==> src/rtl/tsmp_lookup_pkg.sv <==
// Shared types and defaults for the TSMP multicast-ID lookup engine.
package tsmp_lookup_pkg;

    localparam int DEF_MID_W      = 12;
    localparam int DEF_MID_LSB    = 12;
    localparam int DEF_KEY_W      = 48;
    localparam int DEF_OUT_W      = 33;
    localparam int DEF_RAM_LAT    = 2;
    localparam int DEF_FIFO_DEPTH = 4;
    localparam int DEF_INIT_LOCAL = 1;
    localparam int DEF_CNT_W      = 16;

    typedef enum logic [1:0] {
        ST_IDLE    = 2'd0,
        ST_RD_WAIT = 2'd1,
        ST_RESP    = 2'd2
    } lookup_state_t;

    // Local delivery sets only the host (CPU) bit, which is the outport MSB.
    localparam logic [DEF_OUT_W-1:0] DEF_LOCAL_OUTPORT = {1'b1, {(DEF_OUT_W-1){1'b0}}};

    function automatic logic [63:0] local_outport(input int out_w);
        local_outport = 64'd1 << (out_w - 1);
    endfunction

endpackage

==> src/rtl/tsmp_key_fifo.sv <==
// Small synchronous FIFO holding pending lookup MIDs; pushes while full are ignored.
module tsmp_key_fifo #(
    parameter int WIDTH = 12,
    parameter int DEPTH = 4
) (
    input  logic             clk,
    input  logic             rst_n,
    input  logic             push,
    input  logic [WIDTH-1:0] din,
    input  logic             pop,
    output logic [WIDTH-1:0] dout,
    output logic             full,
    output logic             empty
);

    localparam int AW = $clog2(DEPTH);

    logic [WIDTH-1:0] mem_r [DEPTH];
    logic [AW-1:0]    wr_ptr_r;
    logic [AW-1:0]    rd_ptr_r;
    logic [AW:0]      count_r;
    logic             push_ok_s;
    logic             pop_ok_s;

    assign full      = (count_r == (AW+1)'(DEPTH));
    assign empty     = (count_r == '0);
    assign push_ok_s = push && !full;
    assign pop_ok_s  = pop && !empty;
    assign dout      = mem_r[rd_ptr_r];

    // Storage array: data only, no reset needed.
    always_ff @(posedge clk) begin
        if (push_ok_s) begin
            mem_r[wr_ptr_r] <= din;
        end
    end

    // Pointers and occupancy; power-of-two depth lets pointers wrap naturally.
    always_ff @(posedge clk) begin
        if (!rst_n) begin
            wr_ptr_r <= '0;
            rd_ptr_r <= '0;
            count_r  <= '0;
        end else begin
            if (push_ok_s) begin
                wr_ptr_r <= wr_ptr_r + AW'(1);
            end
            if (pop_ok_s) begin
                rd_ptr_r <= rd_ptr_r + AW'(1);
            end
            case ({push_ok_s, pop_ok_s})
                2'b10:   count_r <= count_r + (AW+1)'(1);
                2'b01:   count_r <= count_r - (AW+1)'(1);
                default: count_r <= count_r;
            endcase
        end
    end

endmodule

==> src/rtl/tsmp_mid_lookup_engine.sv <==
// Resolves the MID field of each queued key to an outport vector, either locally
// (host port) or through a fixed-latency RAM read; answers leave in arrival order.
module tsmp_mid_lookup_engine
    import tsmp_lookup_pkg::*;
#(
    parameter int MID_W      = DEF_MID_W,
    parameter int MID_LSB    = DEF_MID_LSB,
    parameter int KEY_W      = DEF_KEY_W,
    parameter int OUT_W      = DEF_OUT_W,
    parameter int RAM_LAT    = DEF_RAM_LAT,
    parameter int FIFO_DEPTH = DEF_FIFO_DEPTH,
    parameter int INIT_LOCAL = DEF_INIT_LOCAL,
    parameter int CNT_W      = DEF_CNT_W
) (
    input  logic             i_clk,
    input  logic             i_rst_n,
    input  logic [MID_W-1:0] iv_hcp_mid,
    input  logic             i_tsmp_lookup_table_key_wr,
    input  logic [KEY_W-1:0] iv_tsmp_lookup_table_key,
    output logic [OUT_W-1:0] ov_tsmp_lookup_table_outport,
    output logic             o_tsmp_lookup_table_outport_wr,
    output logic             o_tsmp_lookup_table_miss,
    output logic [MID_W-1:0] ov_ram_raddr,
    output logic             o_ram_rd,
    input  logic [OUT_W:0]   iv_ram_rdata,
    output logic [CNT_W-1:0] ov_key_drop_cnt,
    output logic [CNT_W-1:0] ov_lookup_miss_cnt,
    output logic             o_busy
);

    localparam logic [OUT_W-1:0] LOCAL_PORT = OUT_W'(local_outport(OUT_W));
    localparam logic [2:0]       LAT_LAST   = 3'(RAM_LAT);

    lookup_state_t    state_r, state_nxt_s;
    logic [2:0]       lat_cnt_r, lat_cnt_nxt_s;
    logic             first_r, first_nxt_s;
    logic             fifo_full_s, fifo_empty_s, fifo_pop_s;
    logic [MID_W-1:0] head_mid_s;
    logic [OUT_W-1:0] outport_nxt_s, outport_r;
    logic             wr_nxt_s, wr_r;
    logic             miss_nxt_s, miss_r;
    logic             rd_nxt_s, rd_r;
    logic [MID_W-1:0] raddr_nxt_s, raddr_r;
    logic [CNT_W-1:0] drop_cnt_r, miss_cnt_r;
    logic             unused_key_s;

    // Only the MID field is queued; the rest of the key plays no part in the lookup.
    assign unused_key_s = ^iv_tsmp_lookup_table_key;

    tsmp_key_fifo #(
        .WIDTH (MID_W),
        .DEPTH (FIFO_DEPTH)
    ) u_key_fifo (
        .clk   (i_clk),
        .rst_n (i_rst_n),
        .push  (i_tsmp_lookup_table_key_wr),
        .din   (iv_tsmp_lookup_table_key[MID_LSB +: MID_W]),
        .pop   (fifo_pop_s),
        .dout  (head_mid_s),
        .full  (fifo_full_s),
        .empty (fifo_empty_s)
    );

    // Next-state and next-output decode; the host MID is compared at pop time.
    always_comb begin
        state_nxt_s   = state_r;
        lat_cnt_nxt_s = lat_cnt_r;
        first_nxt_s   = first_r;
        fifo_pop_s    = 1'b0;
        outport_nxt_s = '0;
        wr_nxt_s      = 1'b0;
        miss_nxt_s    = 1'b0;
        rd_nxt_s      = 1'b0;
        raddr_nxt_s   = '0;
        case (state_r)
            ST_IDLE: begin
                lat_cnt_nxt_s = 3'd0;
                if (!fifo_empty_s) begin
                    fifo_pop_s  = 1'b1;
                    first_nxt_s = 1'b0;
                    if (first_r || (head_mid_s == iv_hcp_mid)) begin
                        outport_nxt_s = LOCAL_PORT;
                        wr_nxt_s      = 1'b1;
                        state_nxt_s   = ST_RESP;
                    end else begin
                        rd_nxt_s    = 1'b1;
                        raddr_nxt_s = head_mid_s;
                        state_nxt_s = ST_RD_WAIT;
                    end
                end else begin
                    state_nxt_s = ST_IDLE;
                end
            end
            ST_RD_WAIT: begin
                // The counter is 0 in the o_ram_rd cycle, so equality marks data arrival.
                if (lat_cnt_r == LAT_LAST) begin
                    wr_nxt_s    = 1'b1;
                    state_nxt_s = ST_RESP;
                    if (iv_ram_rdata[OUT_W]) begin
                        outport_nxt_s = iv_ram_rdata[OUT_W-1:0];
                    end else begin
                        miss_nxt_s = 1'b1;
                    end
                end else begin
                    lat_cnt_nxt_s = lat_cnt_r + 3'd1;
                end
            end
            ST_RESP: begin
                state_nxt_s = ST_IDLE;
            end
            default: begin
                state_nxt_s = ST_IDLE;
            end
        endcase
    end

    // State, registered outputs and saturating statistics.
    always_ff @(posedge i_clk) begin
        if (!i_rst_n) begin
            state_r    <= ST_IDLE;
            lat_cnt_r  <= 3'd0;
            first_r    <= (INIT_LOCAL != 0);
            outport_r  <= '0;
            wr_r       <= 1'b0;
            miss_r     <= 1'b0;
            rd_r       <= 1'b0;
            raddr_r    <= '0;
            drop_cnt_r <= '0;
            miss_cnt_r <= '0;
        end else begin
            state_r   <= state_nxt_s;
            lat_cnt_r <= lat_cnt_nxt_s;
            first_r   <= first_nxt_s;
            outport_r <= outport_nxt_s;
            wr_r      <= wr_nxt_s;
            miss_r    <= miss_nxt_s;
            rd_r      <= rd_nxt_s;
            raddr_r   <= raddr_nxt_s;
            if (i_tsmp_lookup_table_key_wr && fifo_full_s && (drop_cnt_r != '1)) begin
                drop_cnt_r <= drop_cnt_r + CNT_W'(1);
            end
            if (miss_nxt_s && (miss_cnt_r != '1)) begin
                miss_cnt_r <= miss_cnt_r + CNT_W'(1);
            end
        end
    end

    assign ov_tsmp_lookup_table_outport   = outport_r;
    assign o_tsmp_lookup_table_outport_wr = wr_r;
    assign o_tsmp_lookup_table_miss       = miss_r;
    assign ov_ram_raddr                   = raddr_r;
    assign o_ram_rd                       = rd_r;
    assign ov_key_drop_cnt                = drop_cnt_r;
    assign ov_lookup_miss_cnt             = miss_cnt_r;
    assign o_busy                         = (state_r != ST_IDLE) || !fifo_empty_s;

endmodule

==> config.mk <==
export PLATFORM = sky130hd
export DESIGN_NAME = tsmp_mid_lookup_engine
export DESIGN_NICKNAME = d
export VERILOG_FILES = /design/src/rtl/tsmp_lookup_pkg.sv /design/src/rtl/tsmp_key_fifo.sv /design/src/rtl/tsmp_mid_lookup_engine.sv
export SDC_FILE = /design/constraint.sdc
export NUM_CORES = 1
export LEC_CHECK = 0
export BUFFER_PORTS_ARGS = -buffer_cell sky130_fd_sc_hd__buf_2
export CAP_MARGIN = 20
export CORE_MARGIN = 8
export CORE_UTILIZATION = 51
export CTS_CLUSTER_SIZE = 30
export DETAILED_ROUTE_END_ITERATION = 8
export GPL_ROUTABILITY_DRIVEN = 1
export GPL_TIMING_DRIVEN = 0
export PLACE_DENSITY = 0.8
export SYNTH_ARGS = -nofsm -noshare
export SYNTH_HDL_FRONTEND = slang
export SYNTH_SLANG_ARGS = --single-unit
==> constraint.sdc <==
create_clock -name i_clk -period 3.1 [get_ports i_clk]
set_clock_uncertainty 0.2 [all_clocks]
set_input_delay 0.31 -clock i_clk [delete_from_list [all_inputs] [get_ports i_clk]]
set_output_delay 0.31 -clock i_clk [all_outputs]
set_load 0.005 [all_outputs]
======== Yosys cells after proc, flatten, opt, wreduce, memory -nomap -nowiden ========
Memory sizes are Yosys's and may differ from the RTL's. A register that Yosys moved wholly into a read port is not among the register bits.
Cells that the tools add are included.
operators by class
  $add $sub $neg .......................... 7
  equality and inequality tests ........... 10
  mux-type cells .......................... 26
  bitwise gates (word level) .............. 3
  reduce and logical (&&, ||, !) cells .... 18
operators with widths
  cell                                                                 number
  33-bit 2-to-1 mux                                                    4
  33-bit case mux with 2 select lines                                  1
  16-bit by 1-bit adder with 16-bit output (second input constant)     2
  16-bit != test (second input constant)                               2
  12-bit == test                                                       1
  3-bit case mux with 2 select lines                                   2
  1-bit 2-to-1 mux                                                     11
  2-bit 2-to-1 mux                                                     5
  3-bit by 1-bit adder with 3-bit output (second input constant)       2
  2-bit nonzero test                                                   3
  1-bit logical AND                                                    5
  2-bit by 1-bit adder with 2-bit output (second input constant)       2
  2-bit by 1-bit == test with 1-bit output (second input constant)     2
  2-bit != test (second input constant)                                2
  2-bit case mux with 2 select lines                                   1
  2-bit AND reduction                                                  2
  4-bit OR reduction                                                   1
  3-bit by 2-bit == test with 1-bit output (second input constant)     1
  3-bit == test (second input constant)                                1
  3-bit logical NOT                                                    1
  3-bit 2-to-1 mux                                                     1
  1-bit inverter                                                       3
  3-bit OR reduction                                                   1
  3-bit by 1-bit subtractor with 3-bit output (second input constant)  1
  5 further kinds                                                      7
storage, ports and cells
  register bits ........................... 93
  memory bits (writable) .................. 48
  input port bits ......................... 97
  output and inout port bits .............. 81
  word-level logic and storage cells ...... 78
  memories kept ........................... 1
memories
  memory            depth  width  rd ports  clocked after memory_dff  wr ports  line                 RTL
  u_key_fifo.mem_r  4      12     1         1                         1         tsmp_key_fifo.sv:18  logic [WIDTH-1:0] mem_r [DEPTH];

======== Depth between registers and ports, before layout ========
  word-level depth ........................ 6
  depth in mapped cells ................... 9
  mapped depth without buffers ............ 9

======== By module ========
Synthesis repeated with hierarchy kept, for this count alone.
unflattened totals
  cell total of the unflattened synthesis .. 495
  area total of the unflattened synthesis .. 5731.7 µm²
modules (own cells, without submodules)
  module                  instances  cells each  area an instance (µm²)  sequential area each (µm²)
  tsmp_mid_lookup_engine  1          379         3509.6                  1721.7
  tsmp_key_fifo           1          116         2222.1                  1621.6

======== Worst setup path after synthesis ========
Ideal clock, no wire load.
  path type ............................... register -> register
  from .................................... register state_r[1]
  to ...................................... register u_key_fifo.count_r[2]
  data arrival time ....................... 2033 ps
  setup slack ............................. 796 ps
  stages on the path, launching flop included .. 9
  buffers on the path ..................... 1
  cells stage by stage .................... dfxtp_1 > clkbuf_1 > nor3_1 > ha_1 > inv_1 > fa_1 > xor2_1 > or3_1 > a21oi_1
between the ends
  cells in the longest elaborated chain, start to end .. 5
  elaborated cells on any way between the ends .. 7
RTL lines
  element                                                                    line                           RTL
  from (decl)                                                                tsmp_mid_lookup_engine.sv:34   lookup_state_t state_r, state_nxt_s;
  from (signal assigned)                                                     tsmp_mid_lookup_engine.sv:131  state_r <= state_nxt_s;
  2-bit logical NOT (*)                                                      tsmp_mid_lookup_engine.sv:75   case (state_r)
  1-bit 2-to-1 mux (*)                                                       tsmp_mid_lookup_engine.sv:75
  named net fifo_pop_s                                                       tsmp_mid_lookup_engine.sv:37   logic fifo_full_s, fifo_empty_s, fifo_pop_s;
  1-bit logical AND (*)                                                      tsmp_key_fifo.sv:28            assign pop_ok_s = pop && !empty;
  2-bit by 1-bit == test with 1-bit output or 2-bit == test (tied branches)  tsmp_key_fifo.sv:51            case ({push_ok_s, pop_ok_s})
  3-bit case mux with 2 select lines or 2-bit nonzero test (tied branches)   n/a
  to (signal assigned)                                                       tsmp_key_fifo.sv:52            2'b10: count_r <= count_r + (AW+1)'(1);
  to (signal assigned)                                                       tsmp_key_fifo.sv:53            2'b01: count_r <= count_r - (AW+1)'(1);
  to (signal assigned)                                                       tsmp_key_fifo.sv:54            default: count_r <= count_r;
  to (decl)                                                                  tsmp_key_fifo.sv:21            logic [AW:0] count_r;
Mark *: on every way through the listed nets, which the timed path passes. The rest lies on a longest branch.
A chain may end at the register's enable or synchronous reset.

======== Final worst setup path ========
Ends and elaborated chain as after synthesis.

==> flow_metrics.py <==
metrics = {
    "outcome": {
        "status": "finished, final reports clean",
    },
    "clock_network": {
        "cts_max_path_buffers": 2,
        "clock_latency_ns": 0.52,
        "cts_resized": 0,
        "cts.clk_slew.worst_paths_ns": 0.06,
        "cts_tree": "done",
        "post-cts-setup-buffer-count": 0,
        "cts_hold_buffers": 47,
        "cts_root_buf": "clkbuf_8",
        "cts_made_buffers": 17,
        "numClockSinks": 143,
        "cts-htree-levels": 4,
    },
    "synthesis": {
        "synthTopCellsByArea": "dfxtp_1, edfxtp_1, and2_1, xnor2_1, mux4_2",
        "yosys-top-cells-count": "dfxtp_1, edfxtp_1, and2_1",
        "ys_warn_count": 0,
        "ys_async_sr_fraction_pct": 0,
        "avgSynthCellArea_um2": 12.0,
        "synth_top_area_share_pct": 34.2,
        "synth_flop_cell": "dfxtp_1",
        "synth-edff-count": 48,
        "ys_types": 50,
        "syn_area_um2": 5560,
        "synth_nets": 569,
        "synth_seq_area_share_pct": 60.1,
        "ys_ff_latch": 143,
        "yosys.area.top_type": "dfxtp_1",
        "synth.most_common_cell": "dfxtp_1",
        "synth_cells": 462,
    },
    "global_route": {
        "grt_antenna_before_repair": 0,
        "grt_pass1_wl_um": 21900,
        "grt_remaining_overflow": 0,
        "met2_usage_pct": 34.2,
        "grtUsageTotal_pct": 19.3,
        "met3_usage_pct": 5.55,
        "busiest_layer": "met2",
        "grt_max_degree": 17,
        "met1_usage_pct": 20.5,
        "grt_pass1_vias": 4338,
    },
    "detailed_routing": {
        "ant_nets": 0,
        "firstDrtPassIters": 4,
        "vias": 4218,
        "routed_wirelength_um": 13700,
        "post_drt_via_cell_ratio": 5.13,
        "wire_per_inst_um": 16.7,
        "drtIter0Drc": 276,
        "drc": 0,
    },
    "worst_setup_path": {
        "cp_data_required_time_ns": 3.34,
        "critPathMaxFanout": 9,
        "worst_ep_arrival_time_ns": 2.92,
        "critPathKind": "reg2reg",
        "rrSetupSlack_ns": 0.43,
        "start_kind": "register",
        "cp-end-kind": "register",
    },
    "sta": {
        "slew_viol_final": 0,
        "finalSetupViolCount": 0,
        "slew-limit-headroom_pct": 45.2,
        "timing_worst_slew_pin_value_ns": 0.815,
        "fmax_mhz": 374,
        "whs_ns": 0.0438,
        "rsz0062_at_grt": "no",
        "hold_viol": 0,
        "period_share_pct": 86.2,
        "finalCriticalPeriod_ns": 2.67,
        "tns_ns": 0,
    },
    "finish": {
        "drive_gt1_share_pct": 29.8,
        "layout-area-overhead-vs-synth_pct": 34.3,
        "nets": 776,
        "layoutNonFillerInstCount": 822,
        "n_antenna_cell": 0,
        "fin_area_um2": 7470,
    },
    "floorplanning": {
        "num_rows": 38,
        "die_x_um": 120,
        "die-area_um2": 14500,
        "initial_core_util_pct": 51.8,
        "die_h_um": 120,
        "core_um2": 10700,
        "io_pins": 178,
    },
    "place": {
        "dp_hpwl_um": 9310,
        "io_buffers": 141,
        "dp.cells": 743,
        "dpl-instance-area_um2": 6440,
        "place_congestion": 0.869,
    },
    "pwr": {
        "power_frac_seq_pct": 43.6,
        "power_switching_share_pct": 28.6,
        "leakage_nw": 3.11,
        "power_switching_mw": 1.43,
        "combinationalPowerShare_pct": 19.1,
        "pwr-share-clk_pct": 37.4,
        "power.total_mw": 4.99,
        "power.internal_mw": 3.56,
        "ir_drop_uv": 374,
        "powerDensity_nw_per_um2": 668,
    },
    "job": {
        "drv_cap": 0,
    },
    "worst_hold_path": {
        "hp-class": "in2reg",
    },
}
## per-stage QoR
step | util, % | worst slack [ns]
6_report | 69.5 | 0.428
5_1_grt | 69.5 | 0.247
4_1_cts | 69.5 | 0.419
3_5_place_dp | 60.0 | 0.443
3_3_place_gp | 60.0 | 0.535
2_1_floorplan | - | 0.796
## flip-flops by register name, indices dropped and copies added (netlist names), 3 cells and up, named ones only
| register | cells |
|---|---|
| u_key_fifo.mem_r | 48 |
| ov_lookup_miss_cnt | 16 |
| ov_ram_raddr | 12 |
| ov_key_drop_cnt | 16 |
| ov_tsmp_lookup_table_outport | 33 |
| u_key_fifo.count_r | 3 |
| lat_cnt_r | 3 |
## cell type report
cell class	count	area, um2
fillers	715	3280
inverters	24	90.1
clock buffers	17	414
flip-flops and latches	143	3340
clock inverters	15	141
plain buffers	15	72.6
well taps	140	175
repair buffers	188	1180
multi-input cells	280	2060
## final timing paths
kind	startpoint	endpoint	cells after the start
worst max-delay path	state_r[1]	u_key_fifo.count_r[2]	8
worst max register to register	state_r[1]	u_key_fifo.count_r[2]	8
worst min-delay path	i_tsmp_lookup_table_key_wr	u_key_fifo.wr_ptr_r[1]	5
worst min register to register	u_key_fifo.wr_ptr_r[1]	u_key_fifo.wr_ptr_r[1]	2
## critical path: stages, from the launching register on
cell	delay (ns)
dfxtp_1	0.30
clkbuf_1	0.19
nor3_1	0.55
ha_1	0.29
inv_1	0.06
fa_1	0.37
xor2_1	0.17
or3_1	0.31
a21oi_1	0.16
## kinds of logic (layout without fill, tap and decap cells)
| group | after synthesis | count (layout) | share of synthesized area, % |
|---|---|---|---|
| fa+ha+maj | 10 | 10 | 2.38 |
| buf+inv | 39 | 259 | 2.92 |
| compound gates | 47 | 47 | 5.71 |
| xor+xnor | 36 | 36 | 6.21 |
| simple gates | 173 | 173 | 17.3 |
| flops | 143 | 143 | 60.1 |
| mux | 14 | 14 | 5.35 |
## per-layer routing
layer  vias up  share of wire (%)  wire (um)
li1       2049                  -          -
met1      2022                 39       5380
met2       129                 53       7260
met3        18                5.8        794
met4         0                2.2        297
met5         -                  0          0
## power by group through the flow
| stage | combinational (mW) | clock (mW) | sequential (mW) |
|---|---|---|---|
| 4_1_cts | 0.955 | 1.89 | 2.17 |
| 3_3_place_gp | 0.868 | 0 | 2.20 |
| 6_report | 0.951 | 1.86 | 2.17 |
| 3_5_place_dp | 0.899 | 0 | 2.21 |
| 2_1_floorplan | 0.650 | 0 | 2.19 |
| 5_1_grt | 1.04 | 1.97 | 2.19 |
## cells in the final DEF, fill, tap and decap left out, types with 3 or more instances in the layout
cell and instances:
nor4_1 6, a21oi_1 13, or4_1 3, o21ai_0 10
clkbuf_1 11, o31ai_1 3, mux4_2 10, clkinv_4 3
a22oi_1 3, nand3_1 9, a211oi_1 5, edfxtp_1 48
dlygate4sd3_1 47, nand2b_1 3, clkbuf_16 16, xnor2_2 4
a2111oi_0 3, or3_1 7, buf_2 142, inv_1 23
inv_6 7, nor2_1 33, xnor2_1 27, and2_1 40
nand4_1 13, nor2_2 7, nor2b_1 8, ha_1 9
xor2_1 5, nor3_1 7, inv_8 3, and4_1 5
dfxtp_1 95, nand2_1 23
Note: power is estimated with default switching activity, not from simulation.
